**src/rtl/btn_mode_pkg.sv**
```systemverilog
// Shared definitions for the stopwatch front-panel mode controller:
// mode encoding, button bit positions and counter sizing.
package btn_mode_pkg;

  typedef enum logic [1:0] {
    STOP  = 2'd0,
    RUN   = 2'd1,
    PAUSE = 2'd2,
    ADJ   = 2'd3
  } state_t;

  localparam int BTN_PAUSE  = 0;
  localparam int BTN_RESET  = 1;
  localparam int BTN_SELECT = 2;
  localparam int BTN_ADJUST = 3;

  // Edge history after reset: every button looks "already pressed", so a
  // button held through reset has to be released before it can act.
  localparam logic [3:0] BTN_HIST_INIT = 4'b1111;

  // Width of a saturating counter that must reach the value p.
  function automatic int cnt_width(input int p);
    return $clog2(p) + 1;
  endfunction

endpackage

```
**src/rtl/btn_hold_repeat.sv**
```systemverilog
// Auto-repeat pulse generator for a held button. A start request emits the
// first pulse; while the level stays high and the block is enabled, the next
// pulse follows REPEAT_DELAY cycles later and then every REPEAT_RATE cycles.
// Dropping the level or the enable kills the sequence immediately.
module btn_hold_repeat
  import btn_mode_pkg::*;
#(
  parameter int REPEAT_DELAY = 500,
  parameter int REPEAT_RATE  = 100
) (
  input  logic clk1KHz,
  input  logic rst_n,
  input  logic lvl,
  input  logic en,
  input  logic start,
  output logic inc
);

  localparam int CW = cnt_width((REPEAT_DELAY > REPEAT_RATE) ? REPEAT_DELAY : REPEAT_RATE);

  logic [CW-1:0] cnt_r;
  logic          active_r;
  logic          first_r;
  logic          inc_r;
  logic          hit_s;

  // Interval expiry: the first gap is the long delay, later gaps the rate.
  always_comb begin
    hit_s = 1'b0;
    if (active_r) begin
      if (first_r) begin
        hit_s = (cnt_r == CW'(REPEAT_DELAY - 1));
      end else begin
        hit_s = (cnt_r == CW'(REPEAT_RATE - 1));
      end
    end else begin
      hit_s = 1'b0;
    end
  end

  // Repeat sequencer: restart on a new press, pulse on expiry, clear on release.
  always_ff @(posedge clk1KHz) begin
    if (!rst_n) begin
      cnt_r    <= {CW{1'b0}};
      active_r <= 1'b0;
      first_r  <= 1'b0;
      inc_r    <= 1'b0;
    end else if (!en || !lvl) begin
      cnt_r    <= {CW{1'b0}};
      active_r <= 1'b0;
      first_r  <= 1'b0;
      inc_r    <= 1'b0;
    end else if (start) begin
      cnt_r    <= {CW{1'b0}};
      active_r <= 1'b1;
      first_r  <= 1'b1;
      inc_r    <= 1'b1;
    end else if (hit_s) begin
      cnt_r    <= {CW{1'b0}};
      first_r  <= 1'b0;
      inc_r    <= 1'b1;
    end else begin
      inc_r <= 1'b0;
      if (active_r && (cnt_r != {CW{1'b1}})) begin
        cnt_r <= cnt_r + {{(CW-1){1'b0}}, 1'b1};
      end else begin
        cnt_r <= cnt_r;
      end
    end
  end

  assign inc = inc_r;

endmodule

```
**src/rtl/btn_mode_ctrl.sv**
```systemverilog
// Stopwatch front-panel mode controller (STOP / RUN / PAUSE / ADJ).
// Detects button press edges, arbitrates same-cycle presses by fixed priority
// (reset > pause > select > adjust), drives the counter enable, clear pulse,
// adjust field select, adjust increments (with auto-repeat) and blink.
// Optional build macro BTN_MODE_CTRL_ADJ_TIMEOUT_EN: leave ADJ for PAUSE after
// ADJ_TIMEOUT idle cycles.
module btn_mode_ctrl
  import btn_mode_pkg::*;
#(
  parameter int REPEAT_DELAY = 500,
  parameter int REPEAT_RATE  = 100,
  parameter int BLINK_PERIOD = 250,
  parameter int ADJ_TIMEOUT  = 5000
) (
  input  logic       clk1KHz,
  input  logic       rst_n,
  input  logic [3:0] btn_lvl,
  output logic       run,
  output logic       clr,
  output logic       adj_mode,
  output logic       adj_sel,
  output logic       adj_inc,
  output logic       blink
);

  localparam int BW = cnt_width(BLINK_PERIOD);

  state_t        state_r, state_nx_s;
  logic [3:0]    prev_r;
  logic [3:0]    ev_s;
  logic          clr_s, sel_nx_s, start_s, timeout_s;
  logic          run_r, clr_r, adj_mode_r, adj_sel_r, blink_r;
  logic          run_nx_s, adj_mode_nx_s, blink_nx_s;
  logic [BW-1:0] blink_cnt_r, blink_cnt_nx_s;
  logic          adj_inc_s;

  assign ev_s = btn_lvl & ~prev_r;

  // State register and button edge history.
  always_ff @(posedge clk1KHz) begin
    if (!rst_n) begin
      state_r <= STOP;
      prev_r  <= BTN_HIST_INIT;
    end else begin
      state_r <= state_nx_s;
      prev_r  <= btn_lvl;
    end
  end

`ifdef BTN_MODE_CTRL_ADJ_TIMEOUT_EN
  localparam int TW = cnt_width(ADJ_TIMEOUT);
  logic [TW-1:0] idle_cnt_r;

  assign timeout_s = (idle_cnt_r == TW'(ADJ_TIMEOUT));

  // Inactivity counter: runs only while staying in ADJ, any activity restarts it.
  always_ff @(posedge clk1KHz) begin
    if (!rst_n) begin
      idle_cnt_r <= {TW{1'b0}};
    end else if ((state_r != ADJ) || (state_nx_s != ADJ) || (ev_s != 4'b0000) || adj_inc_s) begin
      idle_cnt_r <= {TW{1'b0}};
    end else if (idle_cnt_r != {TW{1'b1}}) begin
      idle_cnt_r <= idle_cnt_r + {{(TW-1){1'b0}}, 1'b1};
    end else begin
      idle_cnt_r <= idle_cnt_r;
    end
  end
`else
  logic unused_timeout_s;
  assign timeout_s        = 1'b0;
  assign unused_timeout_s = (ADJ_TIMEOUT > 32'sd0);
`endif

  // Next state: the highest-priority press that is meaningful in this mode wins.
  always_comb begin
    state_nx_s = state_r;
    clr_s      = 1'b0;
    sel_nx_s   = adj_sel_r;
    start_s    = 1'b0;
    case (state_r)
      STOP: begin
        if (ev_s[BTN_RESET]) begin
          clr_s = 1'b1;
        end else if (ev_s[BTN_PAUSE]) begin
          state_nx_s = RUN;
        end else if (ev_s[BTN_SELECT]) begin
          state_nx_s = ADJ;
          sel_nx_s   = 1'b0;
        end else begin
          state_nx_s = STOP;
        end
      end
      RUN: begin
        if (ev_s[BTN_RESET]) begin
          state_nx_s = STOP;
          clr_s      = 1'b1;
        end else if (ev_s[BTN_PAUSE]) begin
          state_nx_s = PAUSE;
        end else begin
          state_nx_s = RUN;
        end
      end
      PAUSE: begin
        if (ev_s[BTN_RESET]) begin
          state_nx_s = STOP;
          clr_s      = 1'b1;
        end else if (ev_s[BTN_PAUSE]) begin
          state_nx_s = RUN;
        end else if (ev_s[BTN_SELECT]) begin
          state_nx_s = ADJ;
          sel_nx_s   = 1'b0;
        end else begin
          state_nx_s = PAUSE;
        end
      end
      ADJ: begin
        if (ev_s[BTN_RESET]) begin
          state_nx_s = STOP;
          clr_s      = 1'b1;
          sel_nx_s   = 1'b0;
        end else if (ev_s[BTN_PAUSE]) begin
          state_nx_s = PAUSE;
        end else if (ev_s[BTN_SELECT]) begin
          sel_nx_s = ~adj_sel_r;
        end else if (ev_s[BTN_ADJUST]) begin
          start_s = 1'b1;
        end else if (timeout_s) begin
          state_nx_s = PAUSE;
        end else begin
          state_nx_s = ADJ;
        end
      end
      default: begin
        state_nx_s = STOP;
      end
    endcase
  end

  // Output decode and blink timing; blink restarts from 0 on every ADJ entry.
  always_comb begin
    run_nx_s       = (state_nx_s == RUN);
    adj_mode_nx_s  = (state_nx_s == ADJ);
    blink_nx_s     = blink_r;
    blink_cnt_nx_s = blink_cnt_r;
    if ((state_nx_s != ADJ) || (state_r != ADJ)) begin
      blink_nx_s     = 1'b0;
      blink_cnt_nx_s = {BW{1'b0}};
    end else if (blink_cnt_r == BW'(BLINK_PERIOD - 1)) begin
      blink_nx_s     = ~blink_r;
      blink_cnt_nx_s = {BW{1'b0}};
    end else if (blink_cnt_r != {BW{1'b1}}) begin
      blink_cnt_nx_s = blink_cnt_r + {{(BW-1){1'b0}}, 1'b1};
    end else begin
      blink_cnt_nx_s = blink_cnt_r;
    end
  end

  // Output registers.
  always_ff @(posedge clk1KHz) begin
    if (!rst_n) begin
      run_r       <= 1'b0;
      clr_r       <= 1'b0;
      adj_mode_r  <= 1'b0;
      adj_sel_r   <= 1'b0;
      blink_r     <= 1'b0;
      blink_cnt_r <= {BW{1'b0}};
    end else begin
      run_r       <= run_nx_s;
      clr_r       <= clr_s;
      adj_mode_r  <= adj_mode_nx_s;
      adj_sel_r   <= sel_nx_s;
      blink_r     <= blink_nx_s;
      blink_cnt_r <= blink_cnt_nx_s;
    end
  end

  btn_hold_repeat #(
    .REPEAT_DELAY (REPEAT_DELAY),
    .REPEAT_RATE  (REPEAT_RATE)
  ) u_hold_repeat (
    .clk1KHz (clk1KHz),
    .rst_n   (rst_n),
    .lvl     (btn_lvl[BTN_ADJUST]),
    .en      (state_nx_s == ADJ),
    .start   (start_s),
    .inc     (adj_inc_s)
  );

  assign run      = run_r;
  assign clr      = clr_r;
  assign adj_mode = adj_mode_r;
  assign adj_sel  = adj_sel_r;
  assign adj_inc  = adj_inc_s;
  assign blink    = blink_r;

endmodule

```
**config.mk**
```make
export PLATFORM = sky130hd
export DESIGN_NAME = btn_mode_ctrl
export DESIGN_NICKNAME = d
export VERILOG_FILES = /design/src/rtl/btn_mode_pkg.sv /design/src/rtl/btn_hold_repeat.sv /design/src/rtl/btn_mode_ctrl.sv
export SDC_FILE = /design/constraint.sdc
export NUM_CORES = 1
export LEC_CHECK = 0
export CAP_MARGIN = 20
export CELL_PAD_IN_SITES_DETAIL_PLACEMENT = 0
export CELL_PAD_IN_SITES_GLOBAL_PLACEMENT = 1
export CORE_UTILIZATION = 47
export CTS_CLUSTER_SIZE = 14
export DETAILED_ROUTE_END_ITERATION = 10
export DONT_BUFFER_PORTS = 1
export GPL_ROUTABILITY_DRIVEN = 0
export PLACE_DENSITY_LB_ADDON = 0.1
export SLEW_MARGIN = 20
export SYNTH_ARGS = -nofsm -noshare
export SYNTH_HDL_FRONTEND = slang
export SYNTH_SLANG_ARGS = --single-unit
```
**constraint.sdc**
```tcl
create_clock -name clk1KHz -period 2.04 [get_ports clk1KHz]
set_input_delay 0.204 -clock clk1KHz [delete_from_list [all_inputs] [get_ports clk1KHz]]
set_output_delay 0.204 -clock clk1KHz [all_outputs]
set_load 0.01 [all_outputs]
```
* Yosys cells after proc, flatten, opt, wreduce, memory -nomap -nowiden
Index checks and enable logic that the tools add are counted.
** Storage, ports and cells
- Bits of input ports :: 6
- Flip-flop bits (word level) :: 33
- Word-level logic and storage cells :: 84
- Output and inout bits :: 6
** Cells by class
- Add/sub/neg operators :: 2
- Equality and inequality tests :: 17
- Reductions and logical operators :: 15
- Bitwise logic cells :: 5
- Multiplexer cells :: 33
** Operator list (number)
- 2-bit 2-to-1 mux :: 11
- 1-bit 2-to-1 mux :: 20
- 10-bit by 1-bit adder with 10-bit output (second input constant) :: 1
- 10-bit by 7-bit == test with 1-bit output (second input constant) :: 1
- 10-bit by 9-bit == test with 1-bit output (second input constant) :: 1
- 10-bit != test (second input constant) :: 1
- 9-bit by 1-bit adder with 9-bit output (second input constant) :: 1
- 9-bit by 8-bit == test with 1-bit output (second input constant) :: 1
- 9-bit != test (second input constant) :: 1
- 2-bit != test (second input constant) :: 4
- 2-bit case mux with 4 select lines :: 1
- 4-bit OR reduction :: 2
- 2-bit == test (second input constant) :: 3
- 3-bit != test (second input constant) :: 2
- 6-bit AND reduction :: 1
- 2-bit OR reduction :: 3
- 4-bit AND :: 1
- 2-bit by 1-bit == test with 1-bit output (second input constant) :: 2
- 4-bit NOT :: 1
- 2-bit nonzero test :: 2
- 1-bit NOT :: 3
- 3-bit OR reduction :: 1
- 1-bit logical NOT :: 2
- 2-bit logical NOT :: 1
- other kinds (4) :: 5

* Depth between registers and ports, before layout
- Word-level depth :: 11
- Gate-level depth with buffers :: 9
- Depth with buffers taken out :: 8

* By module
From an unflattened synthesis, not the netlist that was laid out.
** Second synthesis, totals
- Cells, all modules :: 180
- Area total of the unflattened synthesis :: 1684.1 sq um
** By module, submodules not included
- btn_mode_ctrl :: area each 960.9 sq um, instances 1, sequential area each 400.4 sq um, cells each 99
- btn_hold_repeat :: area each 723.2 sq um, instances 1, sequential area each 260.2 sq um, cells each 81

* Worst setup path after synthesis
OpenSTA, ideal clock, no wires.
- Path kind :: reg2reg
- From :: register blink_cnt_r[0]
- To :: register blink_cnt_r[7]
- Cell stages (with the launch flop) :: 10
- Data arrival time :: 1594 ps
- Period minus slack after synthesis :: 1719 ps
- Slack :: 321 ps
- Data required time :: 1915 ps
- Library setup time :: 125 ps
- Path buffers :: 1
- Cells stage by stage :: dfxtp_1 -> ha_1 -> nand2_1 -> nor2_1 -> ha_1 -> clkbuf_1 -> nand4b_1 -> nor3_1 -> xnor2_1 -> nor2_1
** On the way
- Longest elaborated chain between the ends :: 2
- Elaborated cells on any way between the ends :: 4
** RTL lines
- start, declared :: RTL line btn_mode_ctrl.sv:34 : logic [BW-1:0] blink_cnt_r, blink_cnt_nx_s;
- start signal, assigned :: RTL line btn_mode_ctrl.sv:166 : blink_cnt_r <= {BW{1'b0}};
- start signal, assigned :: RTL line btn_mode_ctrl.sv:173 : blink_cnt_r <= blink_cnt_nx_s;
- parallel branches: the longest is 2 deep, another holds 9-bit by 1-bit adder with 9-bit output
Parallel ways; which one is timed is not known.
A chain may end at the register's enable or synchronous reset.

* Worst setup path in the final report
- From :: register u_hold_repeat.cnt_r[4]
- To :: register u_hold_repeat.cnt_r[9]
** On the way
- Longest elaborated chain between the ends :: 4
- Elaborated cells on any way between the ends :: 8
** RTL lines
- start, declared :: RTL line btn_hold_repeat.sv:21 : logic [CW-1:0] cnt_r;
- start signal, assigned :: RTL line btn_hold_repeat.sv:44 : cnt_r <= {CW{1'b0}};
- start signal, assigned :: RTL line btn_hold_repeat.sv:49 : cnt_r <= {CW{1'b0}};
- start signal, assigned :: RTL line btn_hold_repeat.sv:54 : cnt_r <= {CW{1'b0}};
- 10-bit by 7-bit == test with 1-bit output / 10-bit by 9-bit == test with 1-bit output (equally long branches) :: RTL line btn_hold_repeat.sv:34, btn_hold_repeat.sv:32
- 1-bit 2-to-1 mux :: RTL line btn_hold_repeat.sv:31 : if (first_r) begin
- 1-bit 2-to-1 mux :: RTL line btn_hold_repeat.sv:30 : if (active_r) begin
- 4-bit OR reduction (no source line)
Parallel ways exist; a longest one is shown, timed or not.

==> flow_metrics.tcl <==
set metrics [dict create \
    cts_tree "done" \
    path_clk_slew_ps 100 \
    yosys-mux-area-fraction 0.0259 \
    drc_errors 0 \
    netlist_area_mm2 0.00155 \
    status "complete, no violations" \
    port_buffers 0 \
    gr-total-overflow 0 \
    comb_power_share 0.037 \
    die_h_um 59.4 \
    root_buffer "clkbuf_4" \
    rsz0062_at_grt "false" \
    synth_top_area_share 0.427 \
    grt_max_degree 14 \
    yosysUniqueCellTypes 38 \
    io_pins 12 \
    num_antenna_cells 0 \
    synth_warnings 0 \
    cts_resized 0 \
    clock_path_buffers 2 \
    slew_headroom 0.499 \
    swShare 0.206 \
    worstPathArrival_ps 2010 \
    antenna_found_initial 0 \
    r2r_cells 4 \
    hold_path_depth 2 \
    setup_viol 0 \
    fmaxAchievable_mhz 552 \
    synthSimpleGateAreaFrac 0.322 \
    crit_type "reg -> reg" \
    peakVddDrop_mv 0.444 \
    intPower_uw 970 \
    required_ps 2240 \
    synthCells 171 \
    yosysSeqAreaShare 0.427 \
    grt_pass1_vias 1153 \
    synth_top_family_by_area "simple AND/OR/NAND/NOR gates" \
    power_uw 1220 \
    synth_edf_count 0 \
    power_density_mw_per_mm2 702 \
    hp-class "in -> reg" \
    gr-usage-all-layers 0.195 \
    seqPwrFrac 0.542 \
    finalCritPeriodShare 0.888 \
    numCtsBuffers 5 \
    ant_nets 0 \
    row_count 20 \
    grt_first_pass_wirelength_um 5040 \
    drive_above_1_share 0.0929 \
    crit_fanout 10 \
    die_x_um 59.4 \
    synth-seq-cells 33 \
    cp-startpoint "u_hold_repeat.cnt_r[4]" \
    drtIter0Drc 50 \
    synth_nets 181 \
    startpoint_type "flop" \
    syn_area_per_cell_um2 9.05 \
    netSwitchingPower_uw 252 \
    r2r_start "u_hold_repeat.cnt_r[4]" \
    finalHoldViolCount 0 \
    coreArea_mm2 0.00308 \
    fin_nets 192 \
    maxSlewViolCount 0 \
    synth_flop_cell "dfxtp_1" \
    clock_power_share 0.422 \
    worstMarginPinSlew_ps 749 \
    initial_core_util 0.503 \
    async_flop_share 0 \
    cts.sinks 33 \
    viasPerCell 5.61 \
    maxCapViolations 0 \
    die-area_mm2 0.00353 \
    synth_xor_area_frac 0.0509 \
    synth_fa_ha_area_frac 0.0323 \
    drt_wl_total_um 3020 \
    tns_ps 0 \
    post_cts_buffers 0 \
    synth_area_leaders "dfxtp_1 (43%), nor2_1 (5.3%), nor3_1 (3.9%)" \
    area_delta_synth_final_pct 12.4 \
    synth_area_leader_cell "dfxtp_1" \
    cts_max_level 2 \
    min_period_ps 1810 \
    leakage_uw 0.000587 \
    detailed_place_hpwl_um 2120 \
    wire_per_inst_um 13.3 \
    rrSetupSlack_ps 230 \
    min_from "rst_n" \
    end_kind "flop" \
    fin_skew_ps 3.96 \
    worstSkewPairLatency_ps 330 \
    vias 1274 \
    synth_compound_area_frac 0.110 \
    dr.pass1.iters 4 \
]
[power by group through the flow]
| stage | sequential, uW | clock (uW) | combinational, uW |
|---|---|---|---|
| global placement | 676 | 0 | 33.4 |
| global route | 663 | 553 | 49.4 |
| CTS | 662 | 524 | 42.9 |
| finish | 662 | 515 | 44.8 |
| floorplan | 675 | 0 | 32.5 |
| detailed placement | 677 | 0 | 33.9 |
[cell type report]
| class | instances | area, um^2 |
|---|---|---|
| inverter | 5 | 18.8 |
| fill | 280 | 1340 |
| sequential | 33 | 661 |
| multi-input combinational | 128 | 837 |
| clock inverter | 1 | 30.0 |
| tap | 44 | 55.1 |
| clock buffer | 7 | 55.1 |
| timing repair buffer | 9 | 82.6 |
[worst paths after layout]
check / to
worst min register to register: u_hold_repeat.first_r
worst min-delay path: state_r[0]
worst max register to register: u_hold_repeat.cnt_r[9]
worst max-delay path: u_hold_repeat.cnt_r[9]
[worst max-delay path, stage by stage, from the launching register on]
cell and delay [ps]:
dfxtp_1 370, or4_1 540, a2111o_1 490, o41ai_4 160, nor4_1 120
[through the flow]
step                      instances   util  setup slack [ps]  area (um^2)  hold slack [ps]
after floorplan                 171      -               321         1550              305
after global placement          213  0.518               292         1590              279
after detailed placement        213  0.518               237         1590              283
after CTS                       226  0.562               222         1730             3.62
after global routing            227  0.565               126         1740             56.6
final                           227  0.565               229         1740             54.2
[layer usage]
layer / global-route usage / vias up / share of wire
li1: - / 639 / -
met1: 0.251 / 603 / 0.48
met2: 0.303 / 30 / 0.46
met3: 0.0655 / 2 / 0.050
met4: 0.0714 / 0 / 0.0066
met5: 0 / - / 0
[cell usage in the layout, fill, tap and decap left out, types with 2 or more instances in the layout]
| master | n |
|---|---|
| a2111oi_2 | 3 |
| a21oi_1 | 5 |
| and2_1 | 2 |
| and3_1 | 3 |
| buf_4 | 3 |
| clkbuf_4 | 5 |
| dfxtp_1 | 33 |
| dlygate4sd3_1 | 6 |
| ha_1 | 4 |
| inv_1 | 5 |
| mux2i_1 | 4 |
| nand2_1 | 12 |
| nand2b_1 | 8 |
| nand3_1 | 7 |
| nand4_1 | 4 |
| nand4b_1 | 2 |
| nor2_1 | 22 |
| nor2b_1 | 7 |
| nor3_1 | 12 |
| nor3b_1 | 2 |
| nor4_1 | 4 |
| o21ai_0 | 2 |
| or3b_2 | 2 |
| or4_1 | 2 |
| xnor2_1 | 5 |
| xor2_1 | 4 |
[sequential cells by signal, summed over array words and instances, names as in the netlist]
| signal | cells |
|---|---|
| adj_sel | 1 |
| u_hold_repeat.inc | 1 |
| clr | 1 |
| blink_cnt_r | 9 |
| u_hold_repeat.active_r | 1 |
| blink | 1 |
| u_hold_repeat.cnt_r | 10 |
| adj_mode | 1 |
| prev_r | 4 |
| u_hold_repeat.first_r | 1 |
| state_r | 2 |
| run | 1 |
[kinds of logic after synthesis]
group           after synthesis
compound gates               18
xor+xnor                      9
fa+ha+maj                     4
buf+inv                      10
flops                        33
mux                           4
simple gates                 93
[synth_stat cells, drive strengths merged (2+ instances only)]
cell and instances:
dfxtp 33, nor2 22, nand2 12, nor3 12
nand2b 8, nand3 7, nor2b 7, a21oi 5
inv 5, nand4 5, xnor2 5, a2111oi 4
ha 4, mux2i 4, nor4 4, xor2 4
and3 3, clkbuf 3, and2 2, buf 2
nand4b 2, nor3b 2, o21ai 2, or3b 2
or4 2
[what timing repair did]
item / 4_1_cts / 5_1_grt
endpoints found under the setup margin: 0 / 0
hold buffers: 5 / 1
endpoints found under the hold margin: 6 / 2
Note: power is estimated with default switching activity, not from simulation.
